File: src/rtl/oqpsk_pkg.sv
// Shared types and defaults for the O-QPSK I/Q splitter.
package oqpsk_pkg;

  typedef enum logic [1:0] {
    IDLE = 2'd0,
    RUN  = 2'd1,
    TAIL = 2'd2
  } state_t;

  localparam int SAMPLES_PER_CHIP_DEF = 4;
  localparam int CHIPS_PER_SYMBOL_DEF = 32;

  // Width of a counter holding 0..n-1; never narrower than one bit.
  function automatic int cnt_width(input int n);
    return (n <= 2) ? 1 : $clog2(n);
  endfunction

endpackage

File: src/rtl/oqpsk_iq_splitter_if.sv
// Chip-stream handshake plus I/Q output bundle of the O-QPSK splitter.
interface oqpsk_iq_splitter_if;

  logic i_sample_tick;
  logic i_chip;
  logic i_chip_valid;
  logic i_chip_last;
  logic o_chip_ready;
  logic o_i;
  logic o_q;
  logic o_i_en;
  logic o_q_en;
  logic o_busy;
  logic o_frame_done;
  logic o_underrun;
  logic o_len_err;

  modport master (
    output i_sample_tick, i_chip, i_chip_valid, i_chip_last,
    input  o_chip_ready, o_i, o_q, o_i_en, o_q_en, o_busy,
           o_frame_done, o_underrun, o_len_err
  );

  modport slave (
    input  i_sample_tick, i_chip, i_chip_valid, i_chip_last,
    output o_chip_ready, o_i, o_q, o_i_en, o_q_en, o_busy,
           o_frame_done, o_underrun, o_len_err
  );

endinterface

File: src/rtl/oqpsk_chip_timer.sv
// Sample counter and chip-boundary strobe. In IDLE every tick is a boundary
// so a new frame can start on the first tick; otherwise a boundary is the
// last sample tick of a chip period.
module oqpsk_chip_timer
  import oqpsk_pkg::*;
#(
  parameter int SAMPLES_PER_CHIP = SAMPLES_PER_CHIP_DEF
) (
  input  logic i_clk,
  input  logic i_rst,
  input  logic i_tick,
  input  logic i_clear,
  input  logic i_idle,
  output logic o_boundary
);

  localparam int CW = cnt_width(SAMPLES_PER_CHIP);
  localparam logic [CW-1:0] LAST_SAMPLE = CW'(SAMPLES_PER_CHIP - 1);

  logic [CW-1:0] sample_cnt;
  logic          at_last;

  assign at_last    = (sample_cnt == LAST_SAMPLE);
  assign o_boundary = i_tick && (i_idle || at_last);

  // counter parks at zero in IDLE and wraps at every chip boundary
  always_ff @(posedge i_clk) begin
    if (i_rst || i_clear || i_idle) begin
      sample_cnt <= '0;
    end else if (i_tick) begin
      sample_cnt <= at_last ? '0 : sample_cnt + 1'b1;
    end
  end

endmodule

File: src/rtl/oqpsk_iq_splitter.sv
// O-QPSK I/Q splitter: even chips to I, odd chips to Q, each held for two
// chip periods with Q trailing I by one chip period.
// Optional frame-length check enabled by defining IQ_FRAME_LEN_CHECK_EN.
//
//   state | meaning
//   IDLE  | waiting for the first chip; every sample tick is a boundary
//   RUN   | accepting one chip per boundary, alternating I and Q
//   TAIL  | last chip taken; flush one channel per boundary, then done
module oqpsk_iq_splitter
  import oqpsk_pkg::*;
#(
  parameter int SAMPLES_PER_CHIP = SAMPLES_PER_CHIP_DEF,
  parameter int CHIPS_PER_SYMBOL = CHIPS_PER_SYMBOL_DEF
) (
  input logic                i_clk,
  input logic                i_rst,
  oqpsk_iq_splitter_if.slave chip_if
);

  if (SAMPLES_PER_CHIP < 2 || CHIPS_PER_SYMBOL < 1) begin : g_param_check
    $error("oqpsk_iq_splitter: SAMPLES_PER_CHIP must be >= 2 and CHIPS_PER_SYMBOL >= 1");
  end

  state_t state;
  logic   parity;
  logic   tail_cnt;
  logic   i_r, q_r, i_en_r, q_en_r;
  logic   done_r, underrun_r;
  logic   boundary, ready, accept, abort, tail_end;

  oqpsk_chip_timer #(.SAMPLES_PER_CHIP(SAMPLES_PER_CHIP)) u_timer (
    .i_clk      (i_clk),
    .i_rst      (i_rst),
    .i_tick     (chip_if.i_sample_tick),
    .i_clear    (abort || tail_end),
    .i_idle     (state == IDLE),
    .o_boundary (boundary)
  );

  // ready is suppressed under reset so no chip is consumed from a discarded frame
  assign ready    = boundary && !i_rst && (state != TAIL);
  assign accept   = ready && chip_if.i_chip_valid;
  assign abort    = boundary && (state == RUN) && !chip_if.i_chip_valid;
  assign tail_end = boundary && (state == TAIL) && tail_cnt;

  // chip steering, tail flush and underrun abort; all outputs registered
  always_ff @(posedge i_clk) begin
    if (i_rst) begin
      state      <= IDLE;
      parity     <= 1'b0;
      tail_cnt   <= 1'b0;
      i_r        <= 1'b0;
      q_r        <= 1'b0;
      i_en_r     <= 1'b0;
      q_en_r     <= 1'b0;
      done_r     <= 1'b0;
      underrun_r <= 1'b0;
    end else begin
      done_r     <= 1'b0;
      underrun_r <= 1'b0;
      if (boundary) begin
        case (state)
          IDLE: begin
            if (chip_if.i_chip_valid) begin
              i_r      <= chip_if.i_chip;
              i_en_r   <= 1'b1;
              parity   <= 1'b1;
              tail_cnt <= 1'b0;
              state    <= chip_if.i_chip_last ? TAIL : RUN;
            end
          end
          RUN: begin
            if (chip_if.i_chip_valid) begin
              if (!parity) begin
                i_r    <= chip_if.i_chip;
                i_en_r <= 1'b1;
              end else begin
                q_r    <= chip_if.i_chip;
                q_en_r <= 1'b1;
              end
              parity <= ~parity;
              if (chip_if.i_chip_last) begin
                tail_cnt <= 1'b0;
                state    <= TAIL;
              end
            end else begin
              underrun_r <= 1'b1;
              i_r        <= 1'b0;
              q_r        <= 1'b0;
              i_en_r     <= 1'b0;
              q_en_r     <= 1'b0;
              parity     <= 1'b0;
              state      <= IDLE;
            end
          end
          TAIL: begin
            if (!tail_cnt) begin
              // parity points at the channel the last chip did not load
              tail_cnt <= 1'b1;
              if (parity) begin
                q_r    <= 1'b0;
                q_en_r <= 1'b0;
              end else begin
                i_r    <= 1'b0;
                i_en_r <= 1'b0;
              end
            end else begin
              tail_cnt <= 1'b0;
              i_r      <= 1'b0;
              q_r      <= 1'b0;
              i_en_r   <= 1'b0;
              q_en_r   <= 1'b0;
              parity   <= 1'b0;
              done_r   <= 1'b1;
              state    <= IDLE;
            end
          end
          default: state <= IDLE;
        endcase
      end
    end
  end

`ifdef IQ_FRAME_LEN_CHECK_EN
  localparam int CCW = cnt_width(CHIPS_PER_SYMBOL);
  localparam logic [CCW-1:0] LAST_CHIP = CCW'(CHIPS_PER_SYMBOL - 1);

  logic [CCW-1:0] chip_cnt;
  logic           len_err_r;

  // counts accepted chips modulo a symbol; flags frames ending mid-symbol
  always_ff @(posedge i_clk) begin
    if (i_rst || abort) begin
      chip_cnt  <= '0;
      len_err_r <= 1'b0;
    end else begin
      len_err_r <= 1'b0;
      if (accept) begin
        if (chip_if.i_chip_last) begin
          len_err_r <= (chip_cnt != LAST_CHIP);
          chip_cnt  <= '0;
        end else begin
          chip_cnt <= (chip_cnt == LAST_CHIP) ? '0 : chip_cnt + 1'b1;
        end
      end
    end
  end

  assign chip_if.o_len_err = len_err_r;
`else
  assign chip_if.o_len_err = 1'b0;
`endif

  assign chip_if.o_chip_ready = ready;
  assign chip_if.o_i          = i_r;
  assign chip_if.o_q          = q_r;
  assign chip_if.o_i_en       = i_en_r;
  assign chip_if.o_q_en       = q_en_r;
  assign chip_if.o_busy       = (state != IDLE);
  assign chip_if.o_frame_done = done_r;
  assign chip_if.o_underrun   = underrun_r;

endmodule

File: src/flat_wrapper.sv
// flat-port wrapper written by rule: the top's interface ports become plain ports
module oqpsk_iq_splitter_flat import oqpsk_pkg::*;
#(
  parameter int SAMPLES_PER_CHIP = SAMPLES_PER_CHIP_DEF,
  parameter int CHIPS_PER_SYMBOL = CHIPS_PER_SYMBOL_DEF
)
  (i_clk, i_rst, chip_if_i_sample_tick, chip_if_i_chip, chip_if_i_chip_valid, chip_if_i_chip_last, chip_if_o_chip_ready, chip_if_o_i, chip_if_o_q, chip_if_o_i_en, chip_if_o_q_en, chip_if_o_busy, chip_if_o_frame_done, chip_if_o_underrun, chip_if_o_len_err);
  oqpsk_iq_splitter_if chip_if_i ();
  input logic i_clk;
  input logic i_rst;
  input wire logic [$bits(chip_if_i.i_sample_tick)-1:0] chip_if_i_sample_tick;
  input wire logic [$bits(chip_if_i.i_chip)-1:0] chip_if_i_chip;
  input wire logic [$bits(chip_if_i.i_chip_valid)-1:0] chip_if_i_chip_valid;
  input wire logic [$bits(chip_if_i.i_chip_last)-1:0] chip_if_i_chip_last;
  output wire logic [$bits(chip_if_i.o_chip_ready)-1:0] chip_if_o_chip_ready;
  output wire logic [$bits(chip_if_i.o_i)-1:0] chip_if_o_i;
  output wire logic [$bits(chip_if_i.o_q)-1:0] chip_if_o_q;
  output wire logic [$bits(chip_if_i.o_i_en)-1:0] chip_if_o_i_en;
  output wire logic [$bits(chip_if_i.o_q_en)-1:0] chip_if_o_q_en;
  output wire logic [$bits(chip_if_i.o_busy)-1:0] chip_if_o_busy;
  output wire logic [$bits(chip_if_i.o_frame_done)-1:0] chip_if_o_frame_done;
  output wire logic [$bits(chip_if_i.o_underrun)-1:0] chip_if_o_underrun;
  output wire logic [$bits(chip_if_i.o_len_err)-1:0] chip_if_o_len_err;
  assign chip_if_i.i_sample_tick = chip_if_i_sample_tick;
  assign chip_if_i.i_chip = chip_if_i_chip;
  assign chip_if_i.i_chip_valid = chip_if_i_chip_valid;
  assign chip_if_i.i_chip_last = chip_if_i_chip_last;
  assign chip_if_o_chip_ready = chip_if_i.o_chip_ready;
  assign chip_if_o_i = chip_if_i.o_i;
  assign chip_if_o_q = chip_if_i.o_q;
  assign chip_if_o_i_en = chip_if_i.o_i_en;
  assign chip_if_o_q_en = chip_if_i.o_q_en;
  assign chip_if_o_busy = chip_if_i.o_busy;
  assign chip_if_o_frame_done = chip_if_i.o_frame_done;
  assign chip_if_o_underrun = chip_if_i.o_underrun;
  assign chip_if_o_len_err = chip_if_i.o_len_err;
  oqpsk_iq_splitter #(.SAMPLES_PER_CHIP(SAMPLES_PER_CHIP), .CHIPS_PER_SYMBOL(CHIPS_PER_SYMBOL)) u_core (.i_clk(i_clk), .i_rst(i_rst), .chip_if(chip_if_i));
endmodule
File: config.mk
export PLATFORM = sky130hd
export DESIGN_NAME = oqpsk_iq_splitter_flat
export DESIGN_NICKNAME = d
export VERILOG_FILES = /design/src/rtl/oqpsk_pkg.sv /design/src/rtl/oqpsk_iq_splitter_if.sv /design/src/rtl/oqpsk_chip_timer.sv /design/src/rtl/oqpsk_iq_splitter.sv /design/src/flat_wrapper.sv
export SDC_FILE = /design/constraint.sdc
export NUM_CORES = 1
export LEC_CHECK = 0
export BUFFER_PORTS_ARGS = -buffer_cell sky130_fd_sc_hd__buf_2
export CAP_MARGIN = 5
export CORE_MARGIN = 2
export CORE_UTILIZATION = 25
export DETAILED_ROUTE_END_ITERATION = 10
export PLACE_DENSITY = 0.45
export SYNTH_ARGS = -nofsm -noshare
export SYNTH_HDL_FRONTEND = slang
export SYNTH_HIERARCHICAL = 1
export SYNTH_SLANG_ARGS = --single-unit
File: constraint.sdc
create_clock -name i_clk -period 2.7 [get_ports i_clk]
set_clock_uncertainty 0.05 [all_clocks]
set_input_delay 0.54 -clock i_clk [delete_from_list [all_inputs] [get_ports i_clk]]
set_output_delay 0.54 -clock i_clk [all_outputs]
set_load 0.02 [all_outputs]
# Word-level counts from Yosys, hierarchy flattened
# Index checks and enable logic that the tools add are counted.
# totals
input_bits,6
out_inout_bits,9
reg_bits,12
# classes
eq_ne,13
n_reduce_logical,24
add_sub_neg,1
n_mux,35
bitwise_logic,4
# ops
cell,n
1-bit 2-to-1 mux,22
2-bit 2-to-1 mux,6
1-bit one-hot mux with 3 select lines,4
4-bit AND reduction,3
5-bit AND reduction,2
3-bit != test (second input constant),3
2-bit != test (second input constant),4
1-bit logical AND,7
2-bit one-hot mux with 3 select lines,1
3-bit OR reduction,2
2-bit == test (second input constant),2
1-bit logical OR,4
1-bit inverter,4
1-bit one-hot mux with 2 select lines,2
2-bit nonzero test,2
3-bit by 1-bit != test with 1-bit output (second input constant),1
3-bit by 2-bit != test with 1-bit output (second input constant),1
3-bit nonzero test,1
2-bit by 1-bit adder with 2-bit output (second input constant),1
2-bit by 1-bit == test with 1-bit output (second input constant),1
1-bit zero test,2
2-bit zero test,1
2-bit by 1-bit != test with 1-bit output (second input constant),1

# Depth between registers and ports, before layout
# Gate-level depths: netlist of run 1.
# logic_depth
ltp_word,8
ltp_mapped,7

# By module
# The synthesis of run 1 kept the hierarchy.
# by_module_without_submodules
mod,n_inst,cells_each,area_each_um2
oqpsk_iq_splitter,1,74,630.6
oqpsk_chip_timer,1,10,103.8

# Worst setup path after synthesis of run 1
# No wires, ideal clock.
# synth_timing
kind,register to output
startpoint,reg u_core.state[0]
endpoint,out chip_if_o_chip_ready
required_ps,2110
n_path_buf,0
path_slack_ps,798
arrival_time_ps,1312
stages_incl_launch_ff,6
path_cell_list,dfxtp_1 inv_1 ha_1 o21a_1 nand2b_1 nor2_1
# synth_between
elab_chain_cells,5
# synth_rtl
item,line_no,rtl
"start, declared",oqpsk_iq_splitter.sv:24,state_t state;
"start signal, assigned",oqpsk_iq_splitter.sv:69,state <= chip_if.i_chip_last ? TAIL : RUN;
2-bit zero test,oqpsk_iq_splitter.sv:36,".i_idle (state == IDLE),"
1-bit logical OR,oqpsk_chip_timer.sv:24,assign o_boundary = i_tick && (i_idle || at_last);
1-bit logical AND,oqpsk_chip_timer.sv:24,
named net u_core.boundary,oqpsk_iq_splitter.sv:29,"logic boundary, ready, accept, abort, tail_end;"
1-bit logical AND (2 in a row),oqpsk_iq_splitter.sv:41,assign ready = boundary && !i_rst && (state != TAIL);
"end, declared",flat_wrapper.sv:15,output wire logic [$bits(chip_if_i.o_chip_ready)-1:0] chip_if_o_chip_ready;
# The timed path passes the listed nets, and every way through them passes these cells.

# Worst setup path after layout of run 1
# Ends and elaborated chain as after synthesis.

==> run_results.csv, run 1 <==
group,metric,value,unit
status,outcome,"finished clean",
critical_path,timing_worst_setup_path_type,"reg2out",
sta,grt_setup_unrepaired,"no",
final_layout,layout-drive-gt1-share,24.2,%
final_layout,layout.cells.most_common,"sky130_fd_sc_hd__buf_2",
critical_path,critPathArrivalTime,1.79,ns
cts,worst_skew_pair.late_latency,0.28,ns
place,dp_cells,126,
floorplan,row_count,19,
synthesis,ys.warnings.count,6,
detailed_routing,vias_per_cell,4.92,
detailed_routing,drt_first_iter_violations,20,
floorplan,die-height,58.2,um
synthesis,post_synth_instance_area,734,um^2
cts,cts_hold_buf,0,
final_layout,highest_count_cells_in_the_layout_ignoring_fill_and_taps,"sky130_fd_sc_hd__buf_2, sky130_fd_sc_hd__dfxtp_1, sky130_fd_sc_hd__nand2_1",
power,power_density,524,nW/um^2
sta,post-route-min-period,2.38,ns
sta,clock.fmax,421,MHz
sta,fin_setup_tns,0,ns
critical_path,start_kind,"flop",
detailed_routing,count_of_nets_left_with_antenna_violations_after_detail_routing,0,
global_routing,groute.usage.overall,10.4,%
synthesis,synthesis.area_per_instance,8.74,um^2
synthesis,ys_seq_area_share,32.7,%
sta,final_hold_fails,0,
detailed_routing,detailroute.via_count,639,
cts,cts_root_buf,"sky130_fd_sc_hd__clkbuf_4",
floorplan,core_area,2780,um^2
global_routing,grt_start_max_net_pins,11,
worst_hold_path,hp-class,"reg2reg",
detailed_routing,wl_per_cell,11.6,um
global_routing,antenna_found_initial,0,
synthesis,flops_latches_synth,12,
sta,timing.final.crit_share,88.0,%
flow_run,drv.max_cap_violation_count,0,
floorplan,floorplan.initialDensity,26.4,%
power,p_leak,0.000374,uW
final_layout,layout.cell_area.non_filler,856,um^2
final_layout,num_antenna_cells,0,
critical_path,critical_path.max_fanout,8,
place,place.detailed.hpwl,1160,um
place,io_buffer_count,13,
cts,cts_tree,"yes",
place,placement.cell_area,820,um^2
critical_path,cp_data_required_time,2.11,ns
cts,postCtsResizedCells,0,
cts,clk_pin_slew,0.09,ns
cts,tritoncts_num_sinks,12,
global_routing,grt_pass1_vias,584,
global_routing,grt_overflow,0,
final_layout,finish.cell_count_without_fillers,130,
floorplan,num_io_pins,15,
critical_path,critPathCaptureType,"output pin",
power,vdd.ir_drop.worst,168,uV
critical_path,reg2reg_depth,7,
final_layout,nFillCells,303,
detailed_routing,drc,0,
synthesis,yosys.cell_types.count,31,
cts,ctsHtreeMaxLevel,1,
synthesis,synth.net_count,97,
sta,setup-violations-final,0,
detailed_routing,first_pass_iters,4,
sta,final.setup.worst_slack,0.323,ns
detailed_routing,detail_route.wirelength,1510,um
place,gp_routability_congestion,0.714,
global_routing,wire_length_of_the_first_global_routing_pass,2570,um
sta,final-max-slew-violation-count,0,
final_layout,layout-area-overhead-vs-synth,16.5,%
worst_hold_path,worstHoldPathCells,2,
cts,postCtsSetupRepairBufs,0,
synthesis,syn-instance-count,84,
floorplan,floorplan.die_area,3390,um^2
place,pre_cts_slack,0.632,ns
final_layout,numnets_final,113,
floorplan,floorplan.die.width,58.2,um
cts,clock_path_buffers,2,
cts,numCtsBuffers,3,
==> through the flow <==
stage / util [%] / hold slack [ns] / power, uW
after global routing: 30.8 / 0.424 / 480
after floorplan: - / 0.396 / 277
after detailed placement: 29.5 / 0.400 / 303
after global placement: 29.5 / 0.393 / 304
final: 30.8 / 0.405 / 448
after CTS: 30.8 / 0.410 / 454
==> cell type report <==
class	instances	area (um^2)	share of cell area [%]
clock buffers	4	36.3	4.24
inverters	5	18.8	2.19
multi-input cells	65	457	53.4
flip-flops and latches	12	240	28.1
well taps	31	38.8	4.53
repair buffers	13	65.1	7.60
==> synth_stat cells, drive strengths merged <==
master   instances  area (um^2)
a2111oi          1         8.76
a211o            1         10.0
a21boi           2         15.0
a21oi            6         33.8
a22oi            1         7.51
a32oi            1         8.76
and2b            1         7.51
buf              2         18.8
conb             1         3.75
dfxtp           12          240
ha               7         87.6
inv              5         18.8
mux2i            3         30.0
nand2            8         30.0
nand2b           6         37.5
nand3            2         10.0
nor2             7         26.3
nor2b            1         6.26
o2111ai          2         23.8
o21a             2         15.0
o21ai            3         15.0
o21ba            1         10.0
o22ai            1         6.26
or2              1         6.26
or3              2         12.5
or3b             4         35.0
or4b             1         10.0
==> registers in the layout, indices dropped and copies added, names as in the netlist <==
register and count:
u_core/chip_if.o_q_en 1, u_core/chip_if.o_i 1, u_core/tail_cnt 1, u_core/chip_if.o_underrun 1, u_core/chip_if.o_q 1, u_core/parity 1
u_core/chip_if.o_i_en 1, u_core/state 2, u_core/u_timer/sample_cnt 2, u_core/chip_if.o_frame_done 1
==> worst paths after layout <==
| path | endpoint | slack (ns) | start |
|---|---|---|---|
| worst max-delay path | chip_if_o_chip_ready | 0.32 | u_core/state[0] |
| worst min-delay path | u_core/chip_if.o_q | 0.41 | u_core/chip_if.o_q |
| worst max register to register | u_core/chip_if.o_i | 0.60 | u_core/state[0] |
| worst min register to register | u_core/chip_if.o_q | 0.41 | u_core/chip_if.o_q |
==> cells by family (layout without fill, tap and decap cells) <==
logic type | Yosys count | count (layout) | share of synthesized area [%]
AOI/OAI and AO/OA | 21 | 21 | 21.0
adders and majority gates | 7 | 7 | 11.9
buffers and inverters | 7 | 22 | 5.11
DFF | 12 | 12 | 32.7
muxes | 3 | 3 | 4.09
other | 1 | 1 | 0.511
and+or+nand+nor | 33 | 33 | 24.7
==> metal layers <==
layer | vias up | global-route usage (%) | share of wire [%]
met4 | 0 | 7.97 | 2.5
met2 | 9 | 15.3 | 48
li1 | 323 | - | -
met3 | 4 | 2.68 | 2.5
met1 | 303 | 12.9 | 47
met5 | - | 0 | 0
==> power breakdown <==
part,switching (uW),internal (uW)
clock network,66.5,82.0
registers,8.02,186
logic,61.9,43.5
==> worst max-delay path, cell delays in order, from the launching register on <==
cell and delay (ns):
sky130_fd_sc_hd__dfxtp_1 0.37, sky130_fd_sc_hd__inv_1 0.12, sky130_fd_sc_hd__ha_1 0.28, sky130_fd_sc_hd__o21a_1 0.32, sky130_fd_sc_hd__nand2b_1 0.14, sky130_fd_sc_hd__nor2_1 0.11
sky130_fd_sc_hd__buf_2 0.17
Note: power is estimated with default switching activity, not from simulation.
==> inputs of run 2 (changes only) <==
- CTS_CLUSTER_DIAMETER: unset -> 60
- PLACE_DENSITY: 0.45 -> 0.55
==> run_results.csv, run 2 (synthesized netlist as in run 1, its figures left out) <==
group,metric,value,unit
power,seq_power_share,47.5,%
global_routing,grt_overflow,0,
final_layout,ff_latch_area,240,um^2
global_routing,wire_length_of_the_first_global_routing_pass,2480,um
final_layout,fin_util,30.3,%
cts,clk_pin_slew,0.07,ns
global_routing,antenna_found_initial,0,
critical_path,critical_path.max_fanout,8,
critical_path,timing_worst_setup_path_type,"reg2out",
cts,ctsHtreeMaxLevel,1,
power,p_clk_share,26.9,%
critical_path,start_kind,"flop",
floorplan,row_count,19,
floorplan,floorplan.die.width,58.2,um
sta,setup-violations-final,0,
sta,clock.fmax,431,MHz
flow_run,drv.max_cap_violation_count,0,
final_layout,num_antenna_cells,0,
final_layout,highest_count_cells_in_the_layout_ignoring_fill_and_taps,"sky130_fd_sc_hd__buf_2, sky130_fd_sc_hd__dfxtp_1, sky130_fd_sc_hd__nand2_1",
detailed_routing,count_of_nets_left_with_antenna_violations_after_detail_routing,0,
power,netSwitchingFraction,31.4,%
sta,timing.final.crit_share,85.9,%
cts,numCtsBuffers,3,
power,vdd.ir_drop.worst,308,uV
floorplan,floorplan.die_area,3390,um^2
global_routing,grt_pass1_vias,538,
final_layout,layout-drive-gt1-share,23.5,%
critical_path,critPathCaptureType,"output pin",
detailed_routing,first_pass_iters,4,
critical_path,critPathArrivalTime,1.73,ns
place,io_buffer_count,13,
cts,postCtsSetupRepairBufs,0,
power,internal_power,281,uW
power,p_leak,0.000367,uW
final_layout,numnets_final,113,
final_layout,layout.cells.most_common,"sky130_fd_sc_hd__buf_2",
power,netSwitchingPower,129,uW
final_layout,finish.cell_count_without_fillers,129,
cts,postCtsResizedCells,0,
place,gp_routability_congestion,0.823,
critical_path,cp_data_required_time,2.11,ns
detailed_routing,detail_route.wirelength,1540,um
detailed_routing,vias_per_cell,4.78,
global_routing,grt_start_max_net_pins,11,
sta,fin_setup_tns,0,ns
detailed_routing,drc,0,
place,dp_cells,126,
sta,final-max-slew-violation-count,0,
final_layout,layout-area-overhead-vs-synth,14.7,%
floorplan,floorplan.initialDensity,26.4,%
sta,final_hold_fails,0,
power,power_density,487,nW/um^2
power,pwr-share-comb,25.5,%
cts,cts_tree,"yes",
final_layout,largestRegisters,"u_core/state (2), u_core/u_timer/sample_cnt (2)",
cts,cts_root_buf,"sky130_fd_sc_hd__clkbuf_4",
power,report.power.total,410,uW
cts,worst_skew_pair.late_latency,0.27,ns
final_layout,multi_input_gate_area_in_the_final_layout,457,um^2
final_layout,nFillCells,295,
status,outcome,"finished clean",
sta,grt_setup_unrepaired,"no",
detailed_routing,wl_per_cell,11.9,um
floorplan,core_area,2780,um^2
global_routing,groute.usage.overall,10.0,%
place,place.detailed.hpwl,1180,um
detailed_routing,drt_first_iter_violations,31,
detailed_routing,detailroute.via_count,617,
floorplan,die-height,58.2,um
worst_hold_path,hp-class,"reg2reg",
floorplan,num_io_pins,15,
sta,post-route-min-period,2.32,ns
cts,tritoncts_num_sinks,12,
cts,clock_path_buffers,2,
cts,cts_hold_buf,0,
[run 2: changes by cell type in the layout (fill, tap and decap cells not counted)]
cell	delta
sky130_fd_sc_hd__clkbuf_8	-1
[run 2: worst paths after layout]
check	end	start	slack [ns]	cells past startpoint
worst max-delay path	chip_if_o_chip_ready	u_core/state[0]	0.38	6
worst min-delay path	u_core/chip_if.o_q_en	u_core/chip_if.o_q_en	0.40	2
worst max register to register	u_core/chip_if.o_i	u_core/state[0]	0.58	7
worst min register to register	u_core/chip_if.o_q_en	u_core/chip_if.o_q_en	0.40	2
[run 2: per-layer routing]
| layer | share of wire (%) | track usage (%) | vias up |
|---|---|---|---|
| li1 | - | - | 321 |
| met1 | 48 | 12.0 | 277 |
| met2 | 44 | 15.3 | 17 |
| met3 | 7.0 | 5.13 | 2 |
| met4 | 1.2 | 3.99 | 0 |
| met5 | 0 | 0 | - |
[run 2: cell type report]
cell class,instances,area share [%]
Multi-Input combinational cell,65,54.2
Sequential cell,12,28.5
Clock buffer,3,2.67
Timing Repair Buffer,13,7.73
Inverter,5,2.23
Tap cell,31,4.61
[run 2: worst max-delay path: stages, from the launching register on]
cell	delay, ns
sky130_fd_sc_hd__dfxtp_1	0.42
sky130_fd_sc_hd__inv_1	0.11
sky130_fd_sc_hd__ha_1	0.27
sky130_fd_sc_hd__o21a_1	0.29
sky130_fd_sc_hd__nand2b_1	0.16
sky130_fd_sc_hd__nor2_1	0.05
sky130_fd_sc_hd__buf_2	0.16
[run 2: stage by stage]
stage | hold slack, ns | worst slack [ns] | area (um^2)
floorplan | 0.396 | 0.798 | 734
global placement | 0.388 | 0.713 | 820
detailed placement | 0.394 | 0.642 | 820
CTS | 0.405 | 0.361 | 842
global route | 0.449 | 0.219 | 842
finish | 0.399 | 0.382 | 842
[run 2: power by group through the flow]
stage | Sequential [uW] | Combinational, uW | Clock (uW)
2_1_floorplan | 202 | 74.4 | 0
3_3_place_gp | 199 | 104 | 0
3_5_place_dp | 199 | 105 | 0
4_1_cts | 195 | 105 | 118
5_1_grt | 197 | 116 | 125
6_report | 195 | 105 | 110
==> inputs of run 3 (changes only) <==
- CORE_MARGIN: 2 -> unset
- MAX_ROUTING_LAYER: unset -> met4
- RECOVER_POWER: unset -> 50
==> run_results.csv, run 3 (synthesized netlist as in run 1, its figures left out) <==
group,metric,value,unit
place,gp_routability_congestion,0.859,
cts,cts_tree,"yes",
sta,final-max-slew-violation-count,0,
sta,timing.final.crit_share,87.1,%
global_routing,antenna_found_initial,0,
detailed_routing,first_pass_iters,5,
final_layout,fin_util,30.5,%
floorplan,die-height,56.2,um
cts,clk_pin_slew,0.08,ns
flow_run,drv.max_cap_violation_count,0,
cts,clock_path_buffers,2,
detailed_routing,count_of_nets_left_with_antenna_violations_after_detail_routing,0,
final_layout,num_antenna_cells,0,
power,p_leak,0.000348,uW
floorplan,floorplan.die.width,56.2,um
sta,grt_setup_unrepaired,"no",
power,power_density,525,nW/um^2
worst_hold_path,hp-class,"reg2reg",
detailed_routing,drt_first_iter_violations,8,
final_layout,highest_count_cells_in_the_layout_ignoring_fill_and_taps,"sky130_fd_sc_hd__dfxtp_1, sky130_fd_sc_hd__nand2_1, sky130_fd_sc_hd__buf_2, sky130_fd_sc_hd__nor2_1, sky130_fd_sc_hd__ha_1",
critical_path,critPathCaptureType,"output pin",
final_layout,nFillCells,303,
global_routing,grt_start_max_net_pins,11,
sta,fin_setup_tns,0,ns
floorplan,floorplan.die_area,3160,um^2
final_layout,layout.cells.most_common,"sky130_fd_sc_hd__dfxtp_1",
critical_path,critical_path.max_fanout,8,
critical_path,critPathArrivalTime,1.76,ns
global_routing,wire_length_of_the_first_global_routing_pass,2720,um
final_layout,layout-area-overhead-vs-synth,15.5,%
final_layout,numnets_final,113,
critical_path,start_kind,"flop",
final_layout,layout-drive-gt1-share,18.2,%
sta,clock.fmax,425,MHz
cts,cts_hold_buf,0,
detailed_routing,detailroute.via_count,650,
cts,tritoncts_num_sinks,12,
final_layout,multi_input_gate_area_in_the_final_layout,457,um^2
cts,cts_root_buf,"sky130_fd_sc_hd__clkbuf_4",
cts,ctsHtreeMaxLevel,1,
floorplan,core_area,2780,um^2
status,outcome,"finished clean",
critical_path,setup.reg_to_reg.worst_slack,0.66,ns
place,io_buffer_count,13,
place,place.detailed.hpwl,1190,um
detailed_routing,wl_per_cell,11.6,um
cts,worst_skew_pair.late_latency,0.27,ns
sta,setup-violations-final,0,
global_routing,grt_overflow,0,
global_routing,groute.usage.overall,11.4,%
detailed_routing,drc,0,
power,vdd.ir_drop.worst,243,uV
final_layout,largestRegisters,"u_core/state (2), u_core/u_timer/sample_cnt (2)",
detailed_routing,detail_route.wirelength,1510,um
detailed_routing,vias_per_cell,5.00,
place,pre_cts_slack,0.661,ns
sta,post-route-min-period,2.35,ns
floorplan,num_io_pins,15,
cts,postCtsSetupRepairBufs,0,
cts,numCtsBuffers,3,
global_routing,grt_pass1_vias,615,
sta,final_hold_fails,0,
cts,postCtsResizedCells,0,
floorplan,floorplan.initialDensity,26.4,%
final_layout,ff_latch_area,240,um^2
floorplan,row_count,19,
sta,final.setup.worst_slack,0.349,ns
critical_path,timing_worst_setup_path_type,"reg2out",
sta,hold_ws,0.406,ns
critical_path,cp_data_required_time,2.11,ns
[run 3: final timing paths]
kind / from / endpoint / depth (start not counted)
worst max-delay path: u_core/state[0] / chip_if_o_chip_ready / 6
worst max register to register: u_core/state[0] / u_core/chip_if.o_i / 7
worst min-delay path: u_core/chip_if.o_q / u_core/chip_if.o_q / 2
worst min register to register: u_core/chip_if.o_q / u_core/chip_if.o_q / 2
[run 3: report_power, final]
part           switching, uW  internal (uW)  leakage [uW]
clock network           64.4           82.0     0.0000210
logic                   61.8           42.1      0.000230
registers               8.47            186     0.0000974
[run 3: per-stage QoR]
stage	instance area, um^2	power, uW	instances
6_report	848	445	130
5_1_grt	848	477	130
4_1_cts	856	455	130
3_5_place_dp	820	304	126
3_3_place_gp	820	303	126
2_1_floorplan	734	277	84
[run 3: final cells by class]
| class | instances | area share, % |
|---|---|---|
| Tap cell | 31 | 4.57 |
| Sequential cell | 12 | 28.3 |
| Multi-Input combinational cell | 65 | 53.8 |
| Inverter | 5 | 2.21 |
| Clock buffer | 4 | 4.28 |
| Timing Repair Buffer | 13 | 6.78 |
[run 3: layer usage]
layer	GRT usage [%]	share of wire, %	wire length (um)	up-vias
met5	-	0	0	-
met4	5.23	0.53	8	0
met3	3.02	5.6	85	2
met2	17.7	45	682	20
met1	13.9	48	729	301
li1	-	-	-	327
[run 3: worst max-delay path, stage by stage (launching register included)]
cell and delay, ns:
sky130_fd_sc_hd__dfxtp_1 0.37, sky130_fd_sc_hd__inv_1 0.12, sky130_fd_sc_hd__ha_1 0.27, sky130_fd_sc_hd__o21a_1 0.32
sky130_fd_sc_hd__nand2b_1 0.14, sky130_fd_sc_hd__nor2_1 0.11, sky130_fd_sc_hd__buf_2 0.17
